**src/rtl/uart_rx.sv**
```systemverilog
// 8N1 UART receiver: 2-FF synchronizer, mid-bit sampling, one-cycle valid / error strobes.
// Define UART_RX_PARITY_EN to insert a parity bit after bit 7 (PARITY_ODD selects the sense).
//
// state    | meaning
// S_IDLE   | line idle, waiting for a falling edge on rx_s
// S_START  | counting to mid start bit to reject glitches
// S_DATA   | sampling 8 data bits LSB first at mid-bit
// S_PARITY | sampling the parity bit (UART_RX_PARITY_EN only)
// S_STOP   | sampling the stop bit, delivering the byte or flagging an error
// S_BREAK  | line held low after a bad stop, waiting for it to return high
module uart_rx #(
   parameter int CYCLES_PER_BIT = 86,
   parameter int HALF_BIT       = CYCLES_PER_BIT / 2
`ifdef UART_RX_PARITY_EN
   ,
   parameter bit PARITY_ODD     = 1'b0
`endif
) (
   input  logic       clk,
   input  logic       rst,
   input  logic       rx_serial,
   output logic [7:0] rx_data,
   output logic       rx_valid,
   output logic       rx_busy,
   output logic       rx_frame_err,
   output logic       rx_parity_err
);

   localparam logic [8:0] CNT_BIT  = 9'(CYCLES_PER_BIT);
   localparam logic [8:0] CNT_HALF = 9'(HALF_BIT);

   typedef enum logic [2:0] {
      S_IDLE,
      S_START,
      S_DATA,
`ifdef UART_RX_PARITY_EN
      S_PARITY,
`endif
      S_STOP,
      S_BREAK
   } state_t;

   state_t     state;
   logic [1:0] sync;
   logic       rx_s;
   logic [8:0] cnt;
   logic [2:0] idx;
   logic [7:0] shift;
`ifdef UART_RX_PARITY_EN
   logic       par_bad;
`endif

   assign rx_s = sync[1];

   always_ff @(posedge clk or posedge rst) begin
      if (rst) sync <= 2'b11;
      else     sync <= {sync[0], rx_serial};
   end

   always_ff @(posedge clk or posedge rst) begin
      if (rst) begin
         state        <= S_IDLE;
         cnt          <= 9'd0;
         idx          <= 3'd0;
         shift        <= 8'h00;
         rx_data      <= 8'h00;
         rx_valid     <= 1'b0;
         rx_busy      <= 1'b0;
         rx_frame_err <= 1'b0;
`ifdef UART_RX_PARITY_EN
         par_bad       <= 1'b0;
         rx_parity_err <= 1'b0;
`endif
      end else begin
         rx_valid     <= 1'b0;
         rx_frame_err <= 1'b0;
`ifdef UART_RX_PARITY_EN
         rx_parity_err <= 1'b0;
`endif
         case (state)
            S_IDLE: begin
               cnt <= 9'd0;
               idx <= 3'd0;
`ifdef UART_RX_PARITY_EN
               par_bad <= 1'b0;
`endif
               if (!rx_s) begin
                  state   <= S_START;
                  rx_busy <= 1'b1;
               end
            end
            S_START: begin
               if (cnt == CNT_HALF) begin
                  cnt <= 9'd0;
                  if (!rx_s) begin
                     state <= S_DATA;
                  end else begin
                     state   <= S_IDLE;
                     rx_busy <= 1'b0;
                  end
               end else begin
                  cnt <= cnt + 9'd1;
               end
            end
            S_DATA: begin
               if (cnt == CNT_BIT) begin
                  cnt        <= 9'd0;
                  shift[idx] <= rx_s;
                  idx        <= idx + 3'd1;
                  if (idx == 3'd7) begin
`ifdef UART_RX_PARITY_EN
                     state <= S_PARITY;
`else
                     state <= S_STOP;
`endif
                  end
               end else begin
                  cnt <= cnt + 9'd1;
               end
            end
`ifdef UART_RX_PARITY_EN
            S_PARITY: begin
               if (cnt == CNT_BIT) begin
                  cnt     <= 9'd0;
                  par_bad <= (^shift) ^ rx_s ^ PARITY_ODD;
                  state   <= S_STOP;
               end else begin
                  cnt <= cnt + 9'd1;
               end
            end
`endif
            S_STOP: begin
               if (cnt == CNT_BIT) begin
                  cnt <= 9'd0;
                  if (rx_s) begin
                     // Leaving at mid-stop lets a back-to-back start bit be caught.
                     state   <= S_IDLE;
                     rx_busy <= 1'b0;
`ifdef UART_RX_PARITY_EN
                     if (par_bad) begin
                        rx_parity_err <= 1'b1;
                     end else begin
                        rx_data  <= shift;
                        rx_valid <= 1'b1;
                     end
`else
                     rx_data  <= shift;
                     rx_valid <= 1'b1;
`endif
                  end else begin
                     rx_frame_err <= 1'b1;
                     state        <= S_BREAK;
                  end
               end else begin
                  cnt <= cnt + 9'd1;
               end
            end
            S_BREAK: begin
               if (rx_s) begin
                  state   <= S_IDLE;
                  rx_busy <= 1'b0;
               end
            end
            default: begin
               state   <= S_IDLE;
               rx_busy <= 1'b0;
            end
         endcase
      end
   end

`ifndef UART_RX_PARITY_EN
   assign rx_parity_err = 1'b0;
`endif

endmodule

```
**config.mk**
```make
export PLATFORM = sky130hd
export DESIGN_NAME = uart_rx
export DESIGN_NICKNAME = d
export VERILOG_FILES = /design/src/rtl/uart_rx.sv
export SDC_FILE = /design/constraint.sdc
export NUM_CORES = 1
export LEC_CHECK = 0
export ABC_CLOCK_PERIOD_IN_PS = 1900
export BUFFER_PORTS_ARGS = -buffer_cell sky130_fd_sc_hd__buf_2
export CAP_MARGIN = 20
export CORE_MARGIN = 3
export CORE_UTILIZATION = 42
export CTS_CLUSTER_SIZE = 20
export DETAILED_ROUTE_END_ITERATION = 16
export HOLD_SLACK_MARGIN = 0.1
export PLACE_DENSITY = 0.6
export SLEW_MARGIN = 40
export SYNTH_ARGS = -nofsm -noshare
export SYNTH_HDL_FRONTEND = slang
export SYNTH_SLANG_ARGS = --single-unit
```
**constraint.sdc**
```tcl
create_clock -name clk -period 1.9 [get_ports clk]
set_clock_uncertainty 0.05 [all_clocks]
set_input_delay 0.38 -clock clk [delete_from_list [all_inputs] [get_ports clk]]
set_output_delay 0.38 -clock clk [all_outputs]
set_load 0.01 [all_outputs]
```
==> results of run 1 <==
[stage by stage]
step                      hold slack (ps)  setup slack (ps)
final                               142.2             26.71
after global routing                134.8            -35.65
after CTS                           132.4             2.958
after detailed placement            302.4            -84.62
after global placement              296.5             32.44
after floorplan                     295.2             125.6
[cells in the mapped netlist, drive strengths merged (3+ instances only)]
cell type,count,area [sq um]
a21oi,5,25.02
buf,4,22.52
dfrtp,34,850.8
ha,4,50.05
inv,6,22.52
mux2,19,214.0
nand2,14,52.55
nand3,5,37.54
nor2,9,33.78
nor2b,3,18.77
nor3,6,30.03
nor3b,5,42.54
o21ai,7,35.03
o22ai,3,18.77
[timing repair]
action                                  CTS  global route
setup buffers                             2             2
pin swaps                                 2             1
endpoints found under the setup margin    4             9
endpoints found under the hold margin     1             0
hold buffers                              1             0
gates resized for setup                   4             6
[final cells by class]
class / count / area share (%)
Inverter: 6 / 1.054
Clock inverter: 2 / 0.4687
Multi-Input combinational cell: 111 / 39.95
Timing Repair Buffer: 29 / 9.549
Tap cell: 48 / 2.812
Clock buffer: 6 / 3.866
Sequential cell: 36 / 42.30
[state kept, by name, indices dropped and copies added, names as in the netlist]
name	cells
rx_frame_err	1
sync	2
state	3
cnt	9
rx_busy	1
rx_valid	1
rx_data	8
shift	8
idx	3
[path summary, 6_finish.rpt]
kind                            cells after the start  startpoint  slack [ps]    endpoint
worst min-delay path                                1   rx_serial         140     sync[0]
worst max-delay path                                7      cnt[0]          30    shift[3]
worst min register to register                      0     sync[0]         310     sync[1]
worst max register to register                      7      cnt[0]          30    shift[3]
min in group asynchronous                           3         rst         630  rx_data[5]
max in group asynchronous                           4         rst         640     rx_busy
[logic make-up after synthesis]
| logic type | count (synthesis) | synth area share (%) |
|---|---|---|
| XOR/XNOR | 3 | 1.485 |
| AND/OR/NAND/NOR | 60 | 21.08 |
| adder cells (fa/ha/maj) | 4 | 2.829 |
| AO/OA/AOI/OAI | 24 | 8.274 |
| flip-flops | 36 | 51.06 |
| multiplexers | 19 | 12.09 |
| other | 1 | 0.2120 |
| buffers and inverters | 12 | 2.970 |
[power breakdown]
part	leakage (uW)	internal [uW]	switching [uW]	total, uW
sequential	0.000484	788	23.0	811
clock	0.0000510	289	268	557
combinational	0.000512	69.0	94.4	163
[layout by cell type, fill, tap and decap left out, drive strengths merged, types with 3 or more instances in the layout]
| cell type | count |
|---|---|
| dfrtp | 34 |
| buf | 28 |
| mux2 | 19 |
| nand2 | 14 |
| nor2 | 9 |
| o21ai | 7 |
| clkbuf | 6 |
| nor3 | 6 |
| inv | 6 |
| a21oi | 5 |
| nand3 | 5 |
| nor3b | 5 |
| ha | 4 |
| nor2b | 3 |
| o22ai | 3 |
[layer usage]
metal / part of all wire (%) / GRT usage [%]
met1: 50 / 22.19
met4: 1.6 / 6.681
met5: 0 / 0
met3: 3.6 / 3.551
met2: 45 / 20.39
==> metrics.md, run 1 <==
| Metric | Value |
|---|---|
| Gr usage total | 14.89% |
| Drt pass-1 iters | 4 |
| Gpl congestion | 0.8163 |
| Vias in the first global route | 1239 |
| Via density per instance | 5.286 |
| Worst path max stage delay | 410 ps |
| Max Cap Viol | 0 |
| Crit start category | flip-flop |
| Number of synthesized flops with an enable pin | 0 |
| Number of cell rows | 22 |
| Diodes inserted | 0 |
| RSZ-0062 raised after global routing | yes |
| Clk buf depth | 2 |
| Area of the multi-input gates | 853.3 sq um |
| Num CTS Buffers | 5 |
| Hold Crit Class | input pin to flip-flop |
| Asr flop ratio synth | 100.0% |
| Worst-Margin Slew | 558.0 ps |
| CP bufs+invs | 2 |
| Period utilization | 98.59% |
| Maximum vdd drop | 0.4761 mV |
| CP required | 2020 ps |
| Worst Path Arrival | 2000 ps |
| Die area | 5027 sq um |
| Final instance area | 2136 sq um |
| Filler cells | 343 |
| Final setup fails | 0 |
| Vias | 1258 |
| Relative slew slack | 62.76% |
| Main synth FF type | dfrtp_1 |
| Ys Warns | 0 |
| DIE HEIGHT | 70.90 um |
| Die width | 70.90 um |
| Setup TNS Final | 0 ps |
| H-Tree Depth | 2 |
| Worst-path clk slew | 70 ps |
| Mapped Avg Cell Area | 11.13 sq um |
| Placeable Area | 3854 sq um |
| CTS Root Buffer Type | clkbuf_8 |
| Clock latency at the later pin of the worst-skew pair | 290 ps |
| Worst-path cell chain | inv_2 > ha_1 > and4bb_4 > nand4_1 > buf_6 > nor3b_4 > mux2_4 |
| Clock sinks | 36 |
| Setup CP Type | flip-flop to flip-flop |
| Max-slew violations | 0 |
| Status | completed |
| Final hold vios | 0 |
| Largest net degree at the start of global routing | 25 |
| Placed cell areas | 1959 sq um |
| ANT nets after route | 0 |
| Global route overflow | 0 |
| # DRC | 0 |
| Synth unique cells | 44 |
| Worst-path fanout max | 6 |
| Synthesized flop and latch total | 36 |
| Final core occ | 55.42% |
| FF+latch area | 903.4 sq um |
| CP top delay family | simple AND/OR/NAND/NOR gates |
| Antenna violations before repair | 0 |
| Fin cells | 238 |
| Synth-to-Final Area Change | 20.72% |
| Initial Utilization | 45.91% |
| Netlist Area Pre-Place | 1769 sq um |
| Synthesized Nets | 166 |
| Mean routed wirelength per cell | 14.54 um |
| CP endpoint kind | flip-flop |
| Leak Pwr | 0.001048 uW |
| 1st-iter DRT viols | 113 |
| Share of layout cells above drive strength 1 | 35.26% |
| Post-DP HPWL | 2.354 mm |
| # placed instances | 225 |
| PortBufs | 13 |
| Worst path slowest cell | dfrtp_1 |
| Gate count after technology mapping | 159 |
| CTS tree | yes |
| Pwr Total | 1531 uW |
| Post-layout min period | 1873 ps |
| WL final | 3.460 mm |
| F_max | 533.8 MHz |
| Register area share after synthesis | 51.06% |
| Final #Nets | 196 |
| Cell Pwr Density | 717.0 nW/um^2 |
| # IOs | 15 |
| First-pass GRT wire length | 5.927 mm |
Power figures use the tool's default switching activity.
==> run 2, diff against run 1 <==
--- a/config.mk
+++ b/config.mk
@@ -14,6 +14,7 @@
 export DETAILED_ROUTE_END_ITERATION = 16
 export HOLD_SLACK_MARGIN = 0.1
 export PLACE_DENSITY = 0.6
+export REMOVE_ABC_BUFFERS = 1
 export SLEW_MARGIN = 40
 export SYNTH_ARGS = -nofsm -noshare
 export SYNTH_HDL_FRONTEND = slang
==> run 2 against run 1 <==
Non-clock buffer count down 2; combinational power is 8% lower; fmax is 1.7% higher; setup slack improved by 31 ps; final cell count down 0.84%; clock power grew 18%; die area unchanged; wire length fell by 3.1%; core utilization rose by 0.32 points.
==> metrics.md, run 2 (synthesis results as in run 1) <==
| Metric | Value |
|---|---|
| Status | completed |
| PortBufs | 13 (unchanged) |
| Cell Pwr Density | 755.2 nW/um^2 (+5.3%) |
| Synth-to-Final Area Change | 21.43% |
| RSZ-0062 raised after global routing | yes |
| H-Tree Depth | 2 (unchanged) |
| Gr usage total | 13.87% (-1.0 points) |
| Final setup fails | 0 (unchanged) |
| Clk pwr share | 40.6% (+4.2 points) |
| DIE HEIGHT | 70.90 um (unchanged) |
| CTS tree | yes |
| Sequential power share | 50.2% (-2.8 points) |
| Power Internal | 1238 uW (+8.0%) |
| Max FFs per register | 9 (unchanged) |
| Vias in the first global route | 1231 (-0.65%) |
| Clock sinks | 36 (unchanged) |
| Maximum vdd drop | 0.5191 mV (+9.0%) |
| RR Startpoint | cnt[8] |
| Drt pass-1 iters | 4 (unchanged) |
| Reg2reg end | shift[3] |
| Final hold vios | 0 (unchanged) |
| Worst Path Arrival | 1970 ps (-30 ps) |
| ANT nets after route | 0 (unchanged) |
| Antenna violations before repair | 0 (unchanged) |
| Most frequent cells in the layout | dfrtp_1 (34), mux2_2 (16), nand2_1 (14) |
| Gpl congestion | 0.8164 (about the same) |
| Pre-CTS setup slack | -15.08 ps (+69.54 ps) |
| Biggest register | cnt |
| CP required | 2020 ps (about the same) |
| 1st-iter DRT viols | 94 (-17%) |
| Number of cell rows | 22 (unchanged) |
| Largest net degree at the start of global routing | 37 (+48%) |
| Crit start category | flip-flop |
| Via density per instance | 5.352 (+1.2%) |
| Comb power frac | 9.2% (-1.5 points) |
| Setup CP Type | flip-flop to flip-flop |
| Vias | 1263 (+0.40%) |
| Diodes inserted | 0 (unchanged) |
| # IOs | 15 (unchanged) |
| Worst-path fanout max | 7 (+1) |
| Clk buf depth | 2 (unchanged) |
| Final #Nets | 194 (-1.0%) |
| Post-DP HPWL | 2.243 mm (-4.7%) |
| Post-layout min period | 1843 ps (-30.70 ps) |
| WL final | 3.353 mm (-3.1%) |
| Clock latency at the later pin of the worst-skew pair | 280 ps (about the same) |
| NetSw | 384.9 uW (about the same) |
| Worst-case reg-to-reg path depth | 5 (-2) |
| Period utilization | 96.98% (-1.6 points) |
| Max Cap Viol | 0 (unchanged) |
| Final core occ | 55.75% (+0.32 points) |
| Hold Crit Class | input pin to async pin |
| CP Launch Point | cnt[8] |
| Leak Pwr | 0.001046 uW (-0.13%) |
| Placeable Area | 3854 sq um (unchanged) |
| Min setup slack post-route | 57.40 ps (+30.70 ps) |
| Global route overflow | 0 (unchanged) |
| Initial Utilization | 45.91% (unchanged) |
| Share of layout cells above drive strength 1 | 36.70% (+1.4 points) |
| R2r setup slk | 60 ps (+30 ps) |
| Mean routed wirelength per cell | 14.21 um (-2.3%) |
| Switching Fraction | 23.72% (-1.4 points) |
| First-pass GRT wire length | 5.609 mm (-5.4%) |
| Num CTS Buffers | 5 (unchanged) |
| # DRC | 0 (unchanged) |
| Die width | 70.90 um (unchanged) |
| Die area | 5027 sq um (unchanged) |
| CP endpoint kind | flip-flop |
| Max-slew violations | 0 (unchanged) |
| Most common cell after layout, fill and taps aside | dfrtp_1 |
| CTS Root Buffer Type | clkbuf_8 |
| Top flop regs | cnt: 9 flops, rx_data: 8 flops, shift: 8 flops |
| F_max | 542.7 MHz (+1.7%) |
| Min Hold Slack | 135.8 ps (-6.323 ps) |
| Worst-path clk slew | 70 ps (about the same) |
[run 2: worst max-delay path by stage]
| stage | to | slack (ps) | cells past startpoint |
|---|---|---|---|
| 2_1_floorplan | cnt[0] | 2 | 5 |
| 4_1_cts | shift[2] | -10 | 6 |
| 5_1_grt | state[1] | -60 | 7 |
| 3_3_place_gp | shift[4] | 60 | 6 |
| 6_report | shift[3] | 60 | 5 |
| 3_5_place_dp | shift[2] | -20 | 6 |
[run 2: through the flow]
step	TNS [ps]	cells	instance area [sq um]	power [uW]
CTS	-20.41	234	2066	1630
finish	0	236	2148	1622
detailed placement	-20.42	226	1954	970.1
global placement	0	226	1954	968.5
floorplan	0	153	1739	915.0
global route	-129.4	236	2148	1696
[run 2: power by group through the flow]
| stage | Clock, uW | Combinational, uW | Sequential, uW |
|---|---|---|---|
| global route | 707 | 172 | 818 |
| CTS | 672 | 145 | 813 |
| finish | 658 | 150 | 814 |
| detailed placement | 0 | 143 | 827 |
| floorplan | 0 | 86.9 | 828 |
| global placement | 0 | 142 | 826 |
[run 2: routing by layer]
metal	routed length [um]	GRT usage (%)
met4	62	3.758
met5	0	0
met1	1661	19.11
met3	139	4.688
met2	1489	21.01
[run 2: final cells by class]
class                           instances  area [sq um]
Sequential cell                        36         903.4
Timing Repair Buffer                   27         173.9
Fill cell                             351          1705
Inverter                                6         22.52
Clock inverter                          3         42.54
Multi-Input combinational cell        111         877.1
Clock buffer                            5         68.82
Tap cell                               48         60.06
[run 2: repair_timing]
action                                  CTS  global route
hold buffers                              0             0
endpoints found under the setup margin    3            14
setup buffers                             0             2
pin swaps                                 0             1
gates resized for setup                   0            14
[run 2: worst max-delay path: stages (launching register included)]
cell,delay [ps]
dfrtp_1,450
and4bb_4,430
nand4_1,120
buf_6,160
nor3b_2,200
mux2_4,320
==> run 3, diff against run 2 <==
--- a/config.mk
+++ b/config.mk
@@ -5,7 +5,7 @@
 export SDC_FILE = /design/constraint.sdc
 export NUM_CORES = 1
 export LEC_CHECK = 0
-export ABC_CLOCK_PERIOD_IN_PS = 1900
+export ABC_CLOCK_PERIOD_IN_PS = 2350
 export BUFFER_PORTS_ARGS = -buffer_cell sky130_fd_sc_hd__buf_2
 export CAP_MARGIN = 20
 export CORE_MARGIN = 3
@@ -13,7 +13,7 @@
 export CTS_CLUSTER_SIZE = 20
 export DETAILED_ROUTE_END_ITERATION = 16
 export HOLD_SLACK_MARGIN = 0.1
-export PLACE_DENSITY = 0.6
+export PLACE_DENSITY = 0.57
 export REMOVE_ABC_BUFFERS = 1
 export SLEW_MARGIN = 40
 export SYNTH_ARGS = -nofsm -noshare
==> constraint.sdc (replaced) <==
create_clock -name clk -period 2.35 [get_ports clk]
set_clock_uncertainty 0.05 [all_clocks]
set_input_delay 0.47 -clock clk [delete_from_list [all_inputs] [get_ports clk]]
set_output_delay 0.47 -clock clk [all_outputs]
set_load 0.01 [all_outputs]
==> run 3 against run 2 <==
Sequential share of layout area is 3.7 points higher; fmax is 4.2% lower; setup slack better by 370 ps; power is 28% lower; highest routed layer unchanged; die area stayed put.
==> metrics.md, run 3 (synthesis results as in run 1) <==
| Metric | Value |
|---|---|
| R2r setup slk | 430 ps (+370 ps) |
| F_max | 519.9 MHz (-4.2%) |
| Post-CTS setup buffer count | 0 (unchanged) |
| Initial Utilization | 45.91% (unchanged) |
| Worst-path clk slew | 70 ps (about the same) |
| Die area | 5027 sq um (unchanged) |
| Share of layout cells above drive strength 1 | 27.53% (-9.2 points) |
| Most common cell after layout, fill and taps aside | dfrtp_1 |
| CTS tree | yes |
| Most frequent cells in the layout | dfrtp_1 (34), mux2_2 (17), nand2_1 (14) |
| Setup TNS Final | 0 ps (unchanged) |
| FF+latch area | 903.4 sq um (unchanged) |
| Area of the multi-input gates | 813.3 sq um (-7.3%) |
| Hold Buf Count CTS | 0 (unchanged) |
| Clock latency at the later pin of the worst-skew pair | 280 ps (about the same) |
| Mean routed wirelength per cell | 13.79 um (-3.0%) |
| H-Tree Depth | 2 (unchanged) |
| Via density per instance | 5.420 (+1.3%) |
| Cell Pwr Density | 591.9 nW/um^2 (-22%) |
| Filler cells | 359 (+2.3%) |
| Placed cell areas | 1894 sq um (-3.1%) |
| Fin cells | 226 (-4.2%) |
| Worst-path fanout max | 7 (unchanged) |
| Final instance area | 1976 sq um (-8.0%) |
| Worst Path Arrival | 2040 ps (+70 ps) |
| First-pass GRT wire length | 5.589 mm (-0.36%) |
| # placed instances | 218 (-3.5%) |
| ANT nets after route | 0 (unchanged) |
| Number of cell rows | 22 (unchanged) |
| Leak Pwr | 0.0009669 uW (-7.6%) |
| Period utilization | 81.86% (-15 points) |
| CTS Root Buffer Type | clkbuf_8 |
| Worst-case reg-to-reg path depth | 6 (+1) |
| Num CTS Buffers | 5 (unchanged) |
| Vias in the first global route | 1214 (-1.4%) |
| PortBufs | 13 (unchanged) |
| Global route overflow | 0 (unchanged) |
| Largest net degree at the start of global routing | 37 (unchanged) |
| Final setup fails | 0 (unchanged) |
| Crit start category | flip-flop |
| Vias | 1225 (-3.0%) |
| CP required | 2460 ps (+440 ps) |
| 1st-iter DRT viols | 55 (-41%) |
| Final hold vios | 0 (unchanged) |
| Placeable Area | 3854 sq um (unchanged) |
| Max Cap Viol | 0 (unchanged) |
| Final #Nets | 184 (-5.2%) |
| Max-slew violations | 0 (unchanged) |
| # DRC | 0 (unchanged) |
| Hold Crit Class | input pin to async pin |
| Post-CTS Resized | 0 (unchanged) |
| Status | completed |
| Post-layout min period | 1924 ps (+81.01 ps) |
| Post-DP HPWL | 2.209 mm (-1.5%) |
| Max FFs per register | 9 (unchanged) |
| Die width | 70.90 um (unchanged) |
| Gr usage total | 14.12% (+0.25 points) |
| Clk buf depth | 2 (unchanged) |
| Biggest register | cnt |
| Diodes inserted | 0 (unchanged) |
| Gpl congestion | 0.7959 (-2.5%) |
| Clock sinks | 36 (unchanged) |
| Maximum vdd drop | 0.3776 mV (-27%) |
| Synth-to-Final Area Change | 11.67% |
| Antenna violations before repair | 0 (unchanged) |
| Drt pass-1 iters | 4 (unchanged) |
| Min Hold Slack | 225.8 ps (+89.98 ps) |
| DIE HEIGHT | 70.90 um (unchanged) |
| CP endpoint kind | flip-flop |
| RSZ-0062 raised after global routing | no |
| WL final | 3.116 mm (-7.1%) |
| Setup CP Type | flip-flop to flip-flop |
| Final core occ | 51.27% (-4.5 points) |
| # IOs | 15 (unchanged) |
| Top flop regs | cnt: 9 flops, rx_data: 8 flops, shift: 8 flops |
[run 3: cell count changes in the layout (fill, tap and decap cells not counted), sizes merged]
cell / before / now
buf: 27 / 17
bufinv: 1 / 0
clkbuf: 5 / 7
clkinvlp: 1 / 0
[run 3: cell type report]
| type | count | share of cell area (%) |
|---|---|---|
| inverters | 6 | 1.140 |
| clock buffers | 7 | 3.863 |
| clock inverters | 1 | 0.2533 |
| multi-input cells | 111 | 41.17 |
| well taps | 48 | 3.040 |
| repair buffers | 17 | 4.813 |
| flip-flops and latches | 36 | 45.73 |
[run 3: stage by stage]
step,setup WS [ps],total power [uW]
2_1_floorplan,451.7,739.8
3_3_place_gp,479.8,774.0
3_5_place_dp,437.4,777.6
4_1_cts,416.5,1191
5_1_grt,217.7,1240
6_report,426.4,1169
[run 3: metal layers]
metal  part of all wire [%]  global-route usage [%]
met4                    1.9                   6.263
met2                     43                   20.19
met5                      0                       0
met1                     52                   20.04
met3                    3.4                   3.835
[run 3: worst paths after layout]
path | to | startpoint
worst min register to register | sync[1] | sync[0]
worst max register to register | shift[5] | cnt[0]
max in group asynchronous | sync[1] | rst
worst min-delay path | rx_data[0] | rst
worst max-delay path | shift[5] | cnt[0]
min in group clk | sync[0] | rx_serial
[run 3: where the power goes]
part           switching, uW  internal, uW
Clock                    198           208
Combinational           60.2          39.6
Sequential              27.0           637
[run 3: worst max-delay path, stage by stage, from the launching register on]
cell and delay [ps]:
dfrtp_1 410, inv_1 100, ha_1 140, and4bb_2 320, nand4_1 190, nor3b_1 270, mux2_1 340
